--- src/rtl/palette_pkg.sv ---
// Shared palette definitions: default colour table, colour type and clog2 helper.
// Used by palette_decoder and palette_blink_timer.
package palette_pkg;

    localparam int unsigned PAL_COLOR_W = 12;

    typedef logic [PAL_COLOR_W-1:0] color_t;

    // Number of bits needed to index n items; 0 for n <= 1.
    function automatic int unsigned clog2(input int unsigned n);
        int unsigned r;
        int unsigned v;
        r = 0;
        v = (n > 0) ? n - 1 : 0;
        while (v != 0) begin
            r = r + 1;
            v = v >> 1;
        end
        return r;
    endfunction

    // Reset contents of the palette; entries not listed start black.
    function automatic color_t default_color(input int unsigned bank, input int unsigned idx);
        color_t c;
        c = '0;
        if (bank == 0) begin
            case (idx)
                0: c = 12'hF00;
                1: c = 12'h0F0;
                2: c = 12'h00F;
                3: c = 12'hFF0;
                default: c = '0;
            endcase
        end else if (bank == 1) begin
            case (idx)
                0: c = 12'h0FF;
                1: c = 12'hF0F;
                2: c = 12'hFF0;
                3: c = 12'h80C;
                default: c = '0;
            endcase
        end
        return c;
    endfunction

endpackage

--- src/rtl/palette_blink_timer.sv ---
// Frame-based blink timer: counts frame_start pulses and toggles the blink phase
// every BLINK_FRAMES frames. Instantiated by palette_decoder under PALETTE_BLINK_EN.
module palette_blink_timer
    import palette_pkg::*;
#(
    parameter int unsigned BLINK_FRAMES = 30
) (
    input  logic clk,
    input  logic rst_n,
    input  logic frame_start_i,
    output logic phase_on_o
);

    localparam int unsigned CNT_W = (clog2(BLINK_FRAMES) < 1) ? 1 : clog2(BLINK_FRAMES);

    logic [CNT_W-1:0] cnt_q, cnt_d;
    logic             phase_q, phase_d;

    // Wrap the frame counter and flip the phase on the last frame of a half-period.
    always_comb begin
        cnt_d   = cnt_q;
        phase_d = phase_q;
        if (frame_start_i) begin
            if (cnt_q == CNT_W'(BLINK_FRAMES - 1)) begin
                cnt_d   = '0;
                phase_d = ~phase_q;
            end else begin
                cnt_d = cnt_q + CNT_W'(1);
            end
        end
    end

    always_ff @(posedge clk or negedge rst_n) begin
        if (!rst_n) begin
            cnt_q   <= '0;
            phase_q <= 1'b1;
        end else begin
            cnt_q   <= cnt_d;
            phase_q <= phase_d;
        end
    end

    assign phase_on_o = phase_q;

endmodule

--- src/rtl/palette_decoder.sv ---
// Multi-channel palette lookup with banked register palette, frame-synchronous bank
// switching and a one-stage valid/ready output. Optional blink via PALETTE_BLINK_EN.
module palette_decoder
    import palette_pkg::*;
#(
    parameter  int unsigned NUM_CH       = 4,
    parameter  int unsigned IDX_W        = 2,
    parameter  int unsigned COLOR_W      = 12,
    parameter  int unsigned NUM_BANKS    = 2,
    parameter  int unsigned BLINK_FRAMES = 30,
    localparam int unsigned BANK_W       = (clog2(NUM_BANKS) < 1) ? 1 : clog2(NUM_BANKS)
) (
    input  logic                      clk,
    input  logic                      rst_n,
    input  logic [NUM_CH*IDX_W-1:0]   in_idx,
    input  logic                      in_valid,
    output logic                      in_ready,
    output logic [NUM_CH*COLOR_W-1:0] out_color,
    output logic                      out_valid,
    input  logic                      out_ready,
    input  logic [BANK_W-1:0]         bank_req,
    input  logic                      frame_start,
`ifdef PALETTE_BLINK_EN
    input  logic [NUM_CH-1:0]         blink_mask,
`endif
    input  logic                      wr_en,
    input  logic [BANK_W-1:0]         wr_bank,
    input  logic [IDX_W-1:0]          wr_idx,
    input  logic [COLOR_W-1:0]        wr_data,
    output logic [BANK_W-1:0]         active_bank
);

    localparam int unsigned ENTRIES    = 1 << IDX_W;
    localparam bit          BANKS_FULL = (NUM_BANKS == (1 << BANK_W));

    logic [COLOR_W-1:0]        pal_q [NUM_BANKS][ENTRIES];
    logic [BANK_W-1:0]         active_bank_q, active_bank_d;
    logic [NUM_CH*COLOR_W-1:0] out_color_q, out_color_d;
    logic                      out_valid_q, out_valid_d;
    logic [NUM_CH*COLOR_W-1:0] lut_c;
    logic                      wr_bank_ok_c;
    logic                      bank_req_ok_c;
    logic                      phase_on_c;
    logic                      accept_c;

    // Bank range checks collapse to constants when every bank code is populated.
    generate
        if (BANKS_FULL) begin : g_banks_full
            assign wr_bank_ok_c  = 1'b1;
            assign bank_req_ok_c = 1'b1;
        end else begin : g_banks_partial
            assign wr_bank_ok_c  = (wr_bank  < BANK_W'(NUM_BANKS));
            assign bank_req_ok_c = (bank_req < BANK_W'(NUM_BANKS));
        end
    endgenerate

`ifdef PALETTE_BLINK_EN
    palette_blink_timer #(
        .BLINK_FRAMES (BLINK_FRAMES)
    ) u_blink (
        .clk           (clk),
        .rst_n         (rst_n),
        .frame_start_i (frame_start),
        .phase_on_o    (phase_on_c)
    );
`else
    assign phase_on_c = 1'b1;
`endif

    // Palette storage; writes land at the edge so same-cycle lookups see the old entry.
    always_ff @(posedge clk or negedge rst_n) begin
        if (!rst_n) begin
            for (int unsigned b = 0; b < NUM_BANKS; b++) begin
                for (int unsigned i = 0; i < ENTRIES; i++) begin
                    pal_q[b][i] <= COLOR_W'(default_color(b, i));
                end
            end
        end else if (wr_en && wr_bank_ok_c) begin
            pal_q[wr_bank][wr_idx] <= wr_data;
        end
    end

    // Parallel per-channel lookup in the current bank.
    always_comb begin
        lut_c = '0;
        for (int unsigned k = 0; k < NUM_CH; k++) begin
            lut_c[k*COLOR_W +: COLOR_W] = pal_q[active_bank_q][in_idx[k*IDX_W +: IDX_W]];
`ifdef PALETTE_BLINK_EN
            if (!phase_on_c && blink_mask[k]) begin
                lut_c[k*COLOR_W +: COLOR_W] = '0;
            end
`endif
        end
    end

    assign in_ready = ~out_valid_q | out_ready;
    assign accept_c = in_valid & in_ready;

    // Output stage and frame-synchronous bank selection.
    always_comb begin
        out_color_d   = out_color_q;
        out_valid_d   = out_valid_q;
        active_bank_d = active_bank_q;
        if (accept_c) begin
            out_color_d = lut_c;
            out_valid_d = 1'b1;
        end else if (out_ready) begin
            out_valid_d = 1'b0;
        end
        if (frame_start && bank_req_ok_c) begin
            active_bank_d = bank_req;
        end
    end

    always_ff @(posedge clk or negedge rst_n) begin
        if (!rst_n) begin
            out_color_q   <= '0;
            out_valid_q   <= 1'b0;
            active_bank_q <= '0;
        end else begin
            out_color_q   <= out_color_d;
            out_valid_q   <= out_valid_d;
            active_bank_q <= active_bank_d;
        end
    end

    assign out_color   = out_color_q;
    assign out_valid   = out_valid_q;
    assign active_bank = active_bank_q;

    // The blink phase is only consumed when the blink feature is compiled in.
    logic unused_c;
    assign unused_c = phase_on_c;

endmodule

--- config.mk ---
export PLATFORM = sky130hd
export DESIGN_NAME = palette_decoder
export DESIGN_NICKNAME = d
export VERILOG_FILES = /design/src/rtl/palette_pkg.sv /design/src/rtl/palette_blink_timer.sv /design/src/rtl/palette_decoder.sv
export SDC_FILE = /design/constraint.sdc
export NUM_CORES = 1
export LEC_CHECK = 0
export BUFFER_PORTS_ARGS = -buffer_cell sky130_fd_sc_hd__buf_2
export CAP_MARGIN = 15
export CORE_ASPECT_RATIO = 1.4
export CORE_MARGIN = 3
export CORE_UTILIZATION = 53
export DETAILED_ROUTE_END_ITERATION = 7
export GPL_TIMING_DRIVEN = 0
export HOLD_SLACK_MARGIN = 0.15
export PLACE_DENSITY = 0.76
export SLEW_MARGIN = 20
export SYNTH_ARGS = -nofsm -noshare
export SYNTH_HDL_FRONTEND = slang
export SYNTH_SLANG_ARGS = --single-unit
--- constraint.sdc ---
create_clock -name clk -period 1.7 [get_ports clk]
set_clock_uncertainty 0.15 [all_clocks]
set_input_delay 0.255 -clock clk [delete_from_list [all_inputs] [get_ports clk]]
set_output_delay 0.255 -clock clk [all_outputs]
set_load 0.01 [all_outputs]
==> impl_results.md, run 1 <==
* Core area at 0.0129 sq mm
* Die area at 0.0148 sq mm
* Fraction of registers with async set/reset at 1.00
* CTS Sinks at 146
* Reg power frac at 0.404
* Final antenna-violating net count at 0
* DRC at 0
* P_sw at 3.45 mW
* CTS root buffer: clkbuf_16
* CTS tree: built
* Period utilization at 1.01
* Static Leak at 3.65 nW
* Mean Syn Cell Area at 13.0 sq um
* Top cell family by delay on the critical path: buffers and inverters
* Switching power share of the total at 0.287
* Clock Path Buffers at 2
* Warnings from Yosys at 0
* Worst Slack Setup Final at -0.0226 ns
* Final-layout fill cell count at 900
* Layout cell share with drive strength beyond 1 at 0.530
* WHS at 0.158 ns
* Commonest non-fill, non-tap cell in the layout: mux2_2
* Max Slew Vio Count at 0
* Area growth, synth to finish at 23.6%
* CTS H-tree lvls at 4
* CP Max Fanout at 10
* Logic pwr share at 0.247
* First-pass GRT wire length at 28600 um
* Initial Utilization at 0.548
* Die W at 104 um
* Most frequent cells in the layout: mux2_2, dfrtp_1, buf_2, o22ai_1
* Internal power at 8.58 mW
* Total Routing Usage GR at 0.245
* Area leader, netlist: dfrtp_1
* Largest net degree at the start of global routing at 105
* Initial antenna violation count at 0
* Min cycle time layout at 1.72 ns
* Power Total at 12.0 mW
* Vias/cell at 6.14
* Crit. End Element: flip-flop
* CP dominant cell by count: buf_2
* Post-synthesis sequential area ratio at 0.524
* Routed WL at 17800 um
* Power Dens Cells at 1370 mW/mm^2
* # rows at 49
* Type of the worst min-delay path: primary input to async pin
* CP Cell Sequence: nor2b_4, nand2b_1, buf_2, buf_2, o31ai_1
* Violated checks: setup timing
* # port buffers at 72
* GP Congestion at 0.920
* Total CTS buffers at 17
* Max Fclk at 0.581 GHz
* Synth Net Count at 577
* DR iter-0 viols at 370
* Die height at 143 um
* Total number of vias at 5206
* Vias in the first global route at 5432
* Cell count after synthesis at 547
* CP arrival at 1.87 ns
* Setup-failing EPs final at 7
* Peak VDD IR at 0.000644 V
* Critical Path RT at 1.85 ns
* Clk_lat worst skew at 0.42 ns
* Drt pass-1 iters at 5
* Worst path slowest cell: dfrtp_1
* # diodes at 0
* Number of enable flip-flop cells after synthesis at 0
* Ranking of synthesized cells by area: dfrtp_1, mux2_2, dfstp_2
* RSZ-0062 raised after global routing: true
* CP Launch Type: flip-flop
* Largest stage delay, worst path at 0.37 ns
* Clock Power Share at 0.349
* Max Cap Violations at 0
* Fin. Hold Viols at 0
* Critical path class: flip-flop to flip-flop
* Per-cell routed wire length at 21.0 um
* Grt ovf at 0
* Primary FF master, synth: dfrtp_1
* Synthesized cell area at 0.00709 sq mm
* Nets@finish at 687
* Distinct cells, synth at 27
* Post-synth top area share at 0.350
* Yosys reg bits at 146
* Worst-path clk slew at 0.06 ns
* Buf+Inv Stages, Crit Path at 2
* Top-level port count at 81
* HPWL after detailed placement at 12300 um
* Measured slew at the worst slew-check pin at 0.571 ns
* Slew margin rel. at 0.619
* Outcome: finished, violations left
## layer usage
layer	GRT usage	wire length [um]	vias up
met5	0	0	-
met4	0.0847	388	0
met3	0.0457	900	44
met2	0.430	9220	235
met1	0.310	7340	2611
li1	-	-	2316
## path summary, 6_finish.rpt
kind | from | endpoint | slack [ns] | depth (start not counted)
worst min register to register | pal_q[8] | pal_q[8] | 0.35 | 1
worst max-delay path | out_valid | out_color[33] | -0.02 | 5
min in group clk | wr_en | pal_q[59] | 0.16 | 3
worst max register to register | out_valid | out_color[33] | -0.02 | 5
worst min-delay path | rst_n | out_color[4] | 0.16 | 2
max in group asynchronous | rst_n | active_bank | 0.41 | 3
## power groups by stage
stage	clock, mW	sequential, mW	combinational, mW
floorplan	0	4.91	1.71
global placement	0	4.80	2.63
detailed placement	0	4.86	2.72
CTS	4.22	4.84	2.84
global route	4.38	4.95	3.18
finish	4.20	4.86	2.97
## metrics by stage
step                cells  setup TNS (ns)   util  setup WS (ns)  cell area, sq um
floorplan             547               0      -         0.0627              7090
global placement      797         -201.33  0.593          -1.58              7670
detailed placement    798           -9.06  0.596         -0.254              7710
CTS                   846        -0.00946  0.667       -0.00946              8630
global route          848           -1.46  0.677        -0.0680              8750
finish                848         -0.0583  0.677        -0.0226              8750
## state kept, by name, indices dropped and copies added (netlist names)
register     cells
out_valid        1
out_color       48
active_bank      1
pal_q           96
## cells by family after synthesis
family | share of synthesized area
buffers and inverters | 0.0353
multiplexers | 0.278
AND/OR/NAND/NOR | 0.0267
flip-flops | 0.524
AO/OA/AOI/OAI | 0.136
## synth_stat cells (4+ instances only)
cell type  count
mux4_2        16
buf_2         14
clkbuf_1      22
o31ai_1       32
mux2_2       127
o22ai_1       64
dfstp_2       47
o21ai_0       47
nand2_1        6
nand2b_1      10
mux2i_1       16
buf_1          4
or2_2          4
o21ai_1       17
dfrtp_1       99
## final cells by class
class / instances / area [sq um] / area share
well taps: 178 / 223 / 0.0254
clock buffers: 18 / 439 / 0.0502
repair buffers: 92 / 583 / 0.0666
flip-flops and latches: 146 / 3710 / 0.424
multi-input cells: 350 / 3280 / 0.375
clock inverters: 14 / 225 / 0.0257
plain buffers: 48 / 284 / 0.0324
inverters: 2 / 7.51 / 0.000858
## repair_timing
item,CTS,global route
resized for setup,26,28
pin swaps,2,1
hold endpoints to repair,213,0
hold buffers,17,0
buffers inserted,0,2
setup endpoints to repair,49,49
No activity file was read; power rests on OpenSTA's default activity.
==> inputs of run 2 (changes only) <==
--- a/config.mk
+++ b/config.mk
@@ -9,11 +9,12 @@
 export CAP_MARGIN = 15
 export CORE_ASPECT_RATIO = 1.4
 export CORE_MARGIN = 3
-export CORE_UTILIZATION = 53
+export CORE_UTILIZATION = 55
+export CTS_BUF_LIST = sky130_fd_sc_hd__clkbuf_4 sky130_fd_sc_hd__clkbuf_8
 export DETAILED_ROUTE_END_ITERATION = 7
 export GPL_TIMING_DRIVEN = 0
 export HOLD_SLACK_MARGIN = 0.15
-export PLACE_DENSITY = 0.76
+export PLACE_DENSITY = 0.79
 export SLEW_MARGIN = 20
 export SYNTH_ARGS = -nofsm -noshare
 export SYNTH_HDL_FRONTEND = slang
==> run 2 against run 1 <==
Compared with the run above:
- the flow still finishes with violations (setup timing)
- register-to-register slack worse by 0.03 ns
- final cell count down 2.1%
- sequential power about the same
- design area down 1.5%
- hold slack worse by 0.053 ns
- critical path type unchanged
- largest cell class unchanged
==> impl_results.md, run 2 (synthesis results as in run 1) <==
* P_sw at 3.44 mW (was 3.45 mW)
* Final Cell Area at 0.00862 sq mm (was 0.00875 sq mm)
* CP arrival at 1.92 ns (was 1.87 ns)
* Internal power at 7.32 mW (was 8.58 mW)
* Placement Cell Area at 0.00767 sq mm (was 0.00771 sq mm)
* Setup-failing EPs final at 20 (was 7)
* Worst r2r src: active_bank (was out_valid)
* DR iter-0 viols at 418 (was 370)
* Final antenna-violating net count at 0 (unchanged)
* Clk_lat worst skew at 0.46 ns (was 0.42 ns)
* DRC at 0 (unchanged)
* Initial antenna violation count at 0 (unchanged)
* First-pass GRT wire length at 29700 um (was 28600 um)
* Drt pass-1 iters at 7 (was 5)
* Initial Utilization at 0.567 (was 0.548)
* Most frequent cells in the layout: mux2_2, dfrtp_1, buf_2, o22ai_1 (unchanged)
* Commonest non-fill, non-tap cell in the layout: mux2_2 (unchanged)
* Top reg by flops: pal_q (unchanged)
* Fin Setup TNS at -0.375 ns (was -0.0583 ns)
* Nets@finish at 697 (was 687)
* Core area at 0.0125 sq mm (was 0.0129 sq mm)
* Area growth, synth to finish at 21.7% (was 23.6%)
* Worst Slack Setup Final at -0.0560 ns (was -0.0226 ns)
* CP Max Fanout at 10 (unchanged)
* Max Cap Violations at 0 (unchanged)
* Final-layout fill cell count at 892 (was 900)
* Layout cell share with drive strength beyond 1 at 0.538 (was 0.530)
* Largest net degree at the start of global routing at 108 (was 105)
* RSZ-0062 raised after global routing: true (unchanged)
* Min cycle time layout at 1.76 ns (was 1.72 ns)
* Die height at 140 um (was 143 um)
* CTS root buffer: clkbuf_8 (was clkbuf_16)
* CTS tree: built (unchanged)
* CTS H-tree lvls at 4 (unchanged)
* Type of the worst min-delay path: primary input to async pin (unchanged)
* Measured slew at the worst slew-check pin at 0.585 ns (was 0.571 ns)
* Worst-path clk slew at 0.08 ns (was 0.06 ns)
* Static Leak at 3.61 nW (was 3.65 nW)
* Max Slew Vio Count at 0 (unchanged)
* Top-level port count at 81 (unchanged)
* Reg power frac at 0.454 (was 0.404)
* Power Total at 10.8 mW (was 12.0 mW)
* # rows at 48 (was 49)
* Number of flip-flops in the largest register at 96 (unchanged)
* Per-cell routed wire length at 22.3 um (was 21.0 um)
* Violated checks: setup timing (unchanged)
* Dpl cells at 770 (was 798)
* Critical Path RT at 1.86 ns (was 1.85 ns)
* Total Routing Usage GR at 0.272 (was 0.245)
* CTS Sinks at 146 (unchanged)
* Period utilization at 1.03 (was 1.01)
* Peak VDD IR at 0.000541 V (was 0.000644 V)
* CP Launch Type: flip-flop (unchanged)
* Routed WL at 18500 um (was 17800 um)
* Die W at 102 um (was 104 um)
* Total number of vias at 5275 (was 5206)
* Clock Power Share at 0.264 (was 0.349)
* GP Congestion at 0.902 (was 0.920)
* HPWL after detailed placement at 13000 um (was 12300 um)
* Clock Path Buffers at 2 (unchanged)
* CTS Hold Bufs at 26 (was 17)
* Slew margin rel. at 0.610 (was 0.619)
* Logic pwr share at 0.282 (was 0.247)
* # port buffers at 72 (unchanged)
* Switching power share of the total at 0.320 (was 0.287)
* Fin. Hold Viols at 0 (unchanged)
* Grt ovf at 0 (unchanged)
* Max Fclk at 0.569 GHz (was 0.581 GHz)
* Vias in the first global route at 5528 (was 5432)
* Critical path class: flip-flop to flip-flop (unchanged)
* Post-Place Setup Slack at -0.243 ns (was -0.254 ns)
* Crit. Startpoint: active_bank (was out_valid)
* Outcome: finished, violations left (unchanged)
* # diodes at 0 (unchanged)
* Total CTS buffers at 17 (unchanged)
* Final non-filler cell total at 830 (was 848)
* Power Dens Cells at 1250 mW/mm^2 (was 1370 mW/mm^2)
* Die area at 0.0143 sq mm (was 0.0148 sq mm)
* Vias/cell at 6.36 (was 6.14)
* Crit. End Element: flip-flop (unchanged)
## run 2: changes by cell type in the layout (fill, tap and decap cells not counted), sizes merged
cell         before  now
clkbuf           42   45
inv               7    9
clkinvlp          2    3
buf              99   97
dlygate4sd3      17   26
bufinv            5    2
## run 2: area by class of cell
cell class | count | area [sq um] | share of cell area
plain buffers | 49 | 300 | 0.0348
flip-flops and latches | 146 | 3710 | 0.430
clock inverters | 14 | 166 | 0.0193
well taps | 150 | 188 | 0.0218
inverters | 2 | 7.51 | 0.000870
repair buffers | 101 | 679 | 0.0788
clock buffers | 18 | 248 | 0.0287
multi-input cells | 350 | 3320 | 0.385
## run 2: what timing repair did
| action | in CTS | in global routing |
|---|---|---|
| pin swaps | 2 | 1 |
| setup buffers | 1 | 1 |
| gates resized for setup | 49 | 20 |
| setup endpoints to repair | 48 | 82 |
| hold endpoints to repair | 197 | 35 |
## run 2: power groups by stage
stage                     logic, mW  registers, mW  clock network [mW]
after floorplan                1.71           4.91                   0
after global placement         2.63           4.81                   0
after detailed placement       2.74           4.89                   0
after CTS                      2.96           4.87                2.86
after global routing           3.28           4.96                3.02
final                          3.04           4.88                2.84
## run 2: final timing paths
| kind | end | slack, ns | cells past startpoint |
|---|---|---|---|
| max in group asynchronous | pal_q[56] | 0.47 | 3 |
| max reg2reg | out_color[16] | -0.06 | 5 |
| min in group clk | pal_q[11] | 0.17 | 3 |
| max | out_color[16] | -0.06 | 5 |
| min | out_color[27] | 0.11 | 2 |
| min reg2reg | pal_q[75] | 0.36 | 1 |
## run 2: metrics by stage
stage	util	hold slack, ns
2_1_floorplan	-	-0.191
3_3_place_gp	0.611	0.314
3_5_place_dp	0.614	-0.00108
4_1_cts	0.685	0.109
5_1_grt	0.690	0.128
6_report	0.690	0.105
## run 2: layer usage
| metal | up-vias | wire [um] | track usage |
|---|---|---|---|
| li1 | 2331 | - | - |
| met5 | - | 0 | 0 |
| met3 | 50 | 852 | 0.0493 |
| met4 | 0 | 429 | 0.0885 |
| met2 | 193 | 9840 | 0.468 |
| met1 | 2701 | 7400 | 0.347 |
## run 2: critical path: stages (launching register included)
cell and delay [ns]:
dfrtp_1 0.37, buf_6 0.13, buf_4 0.21, mux2_2 0.43, o22ai_1 0.22, o31ai_1 0.10
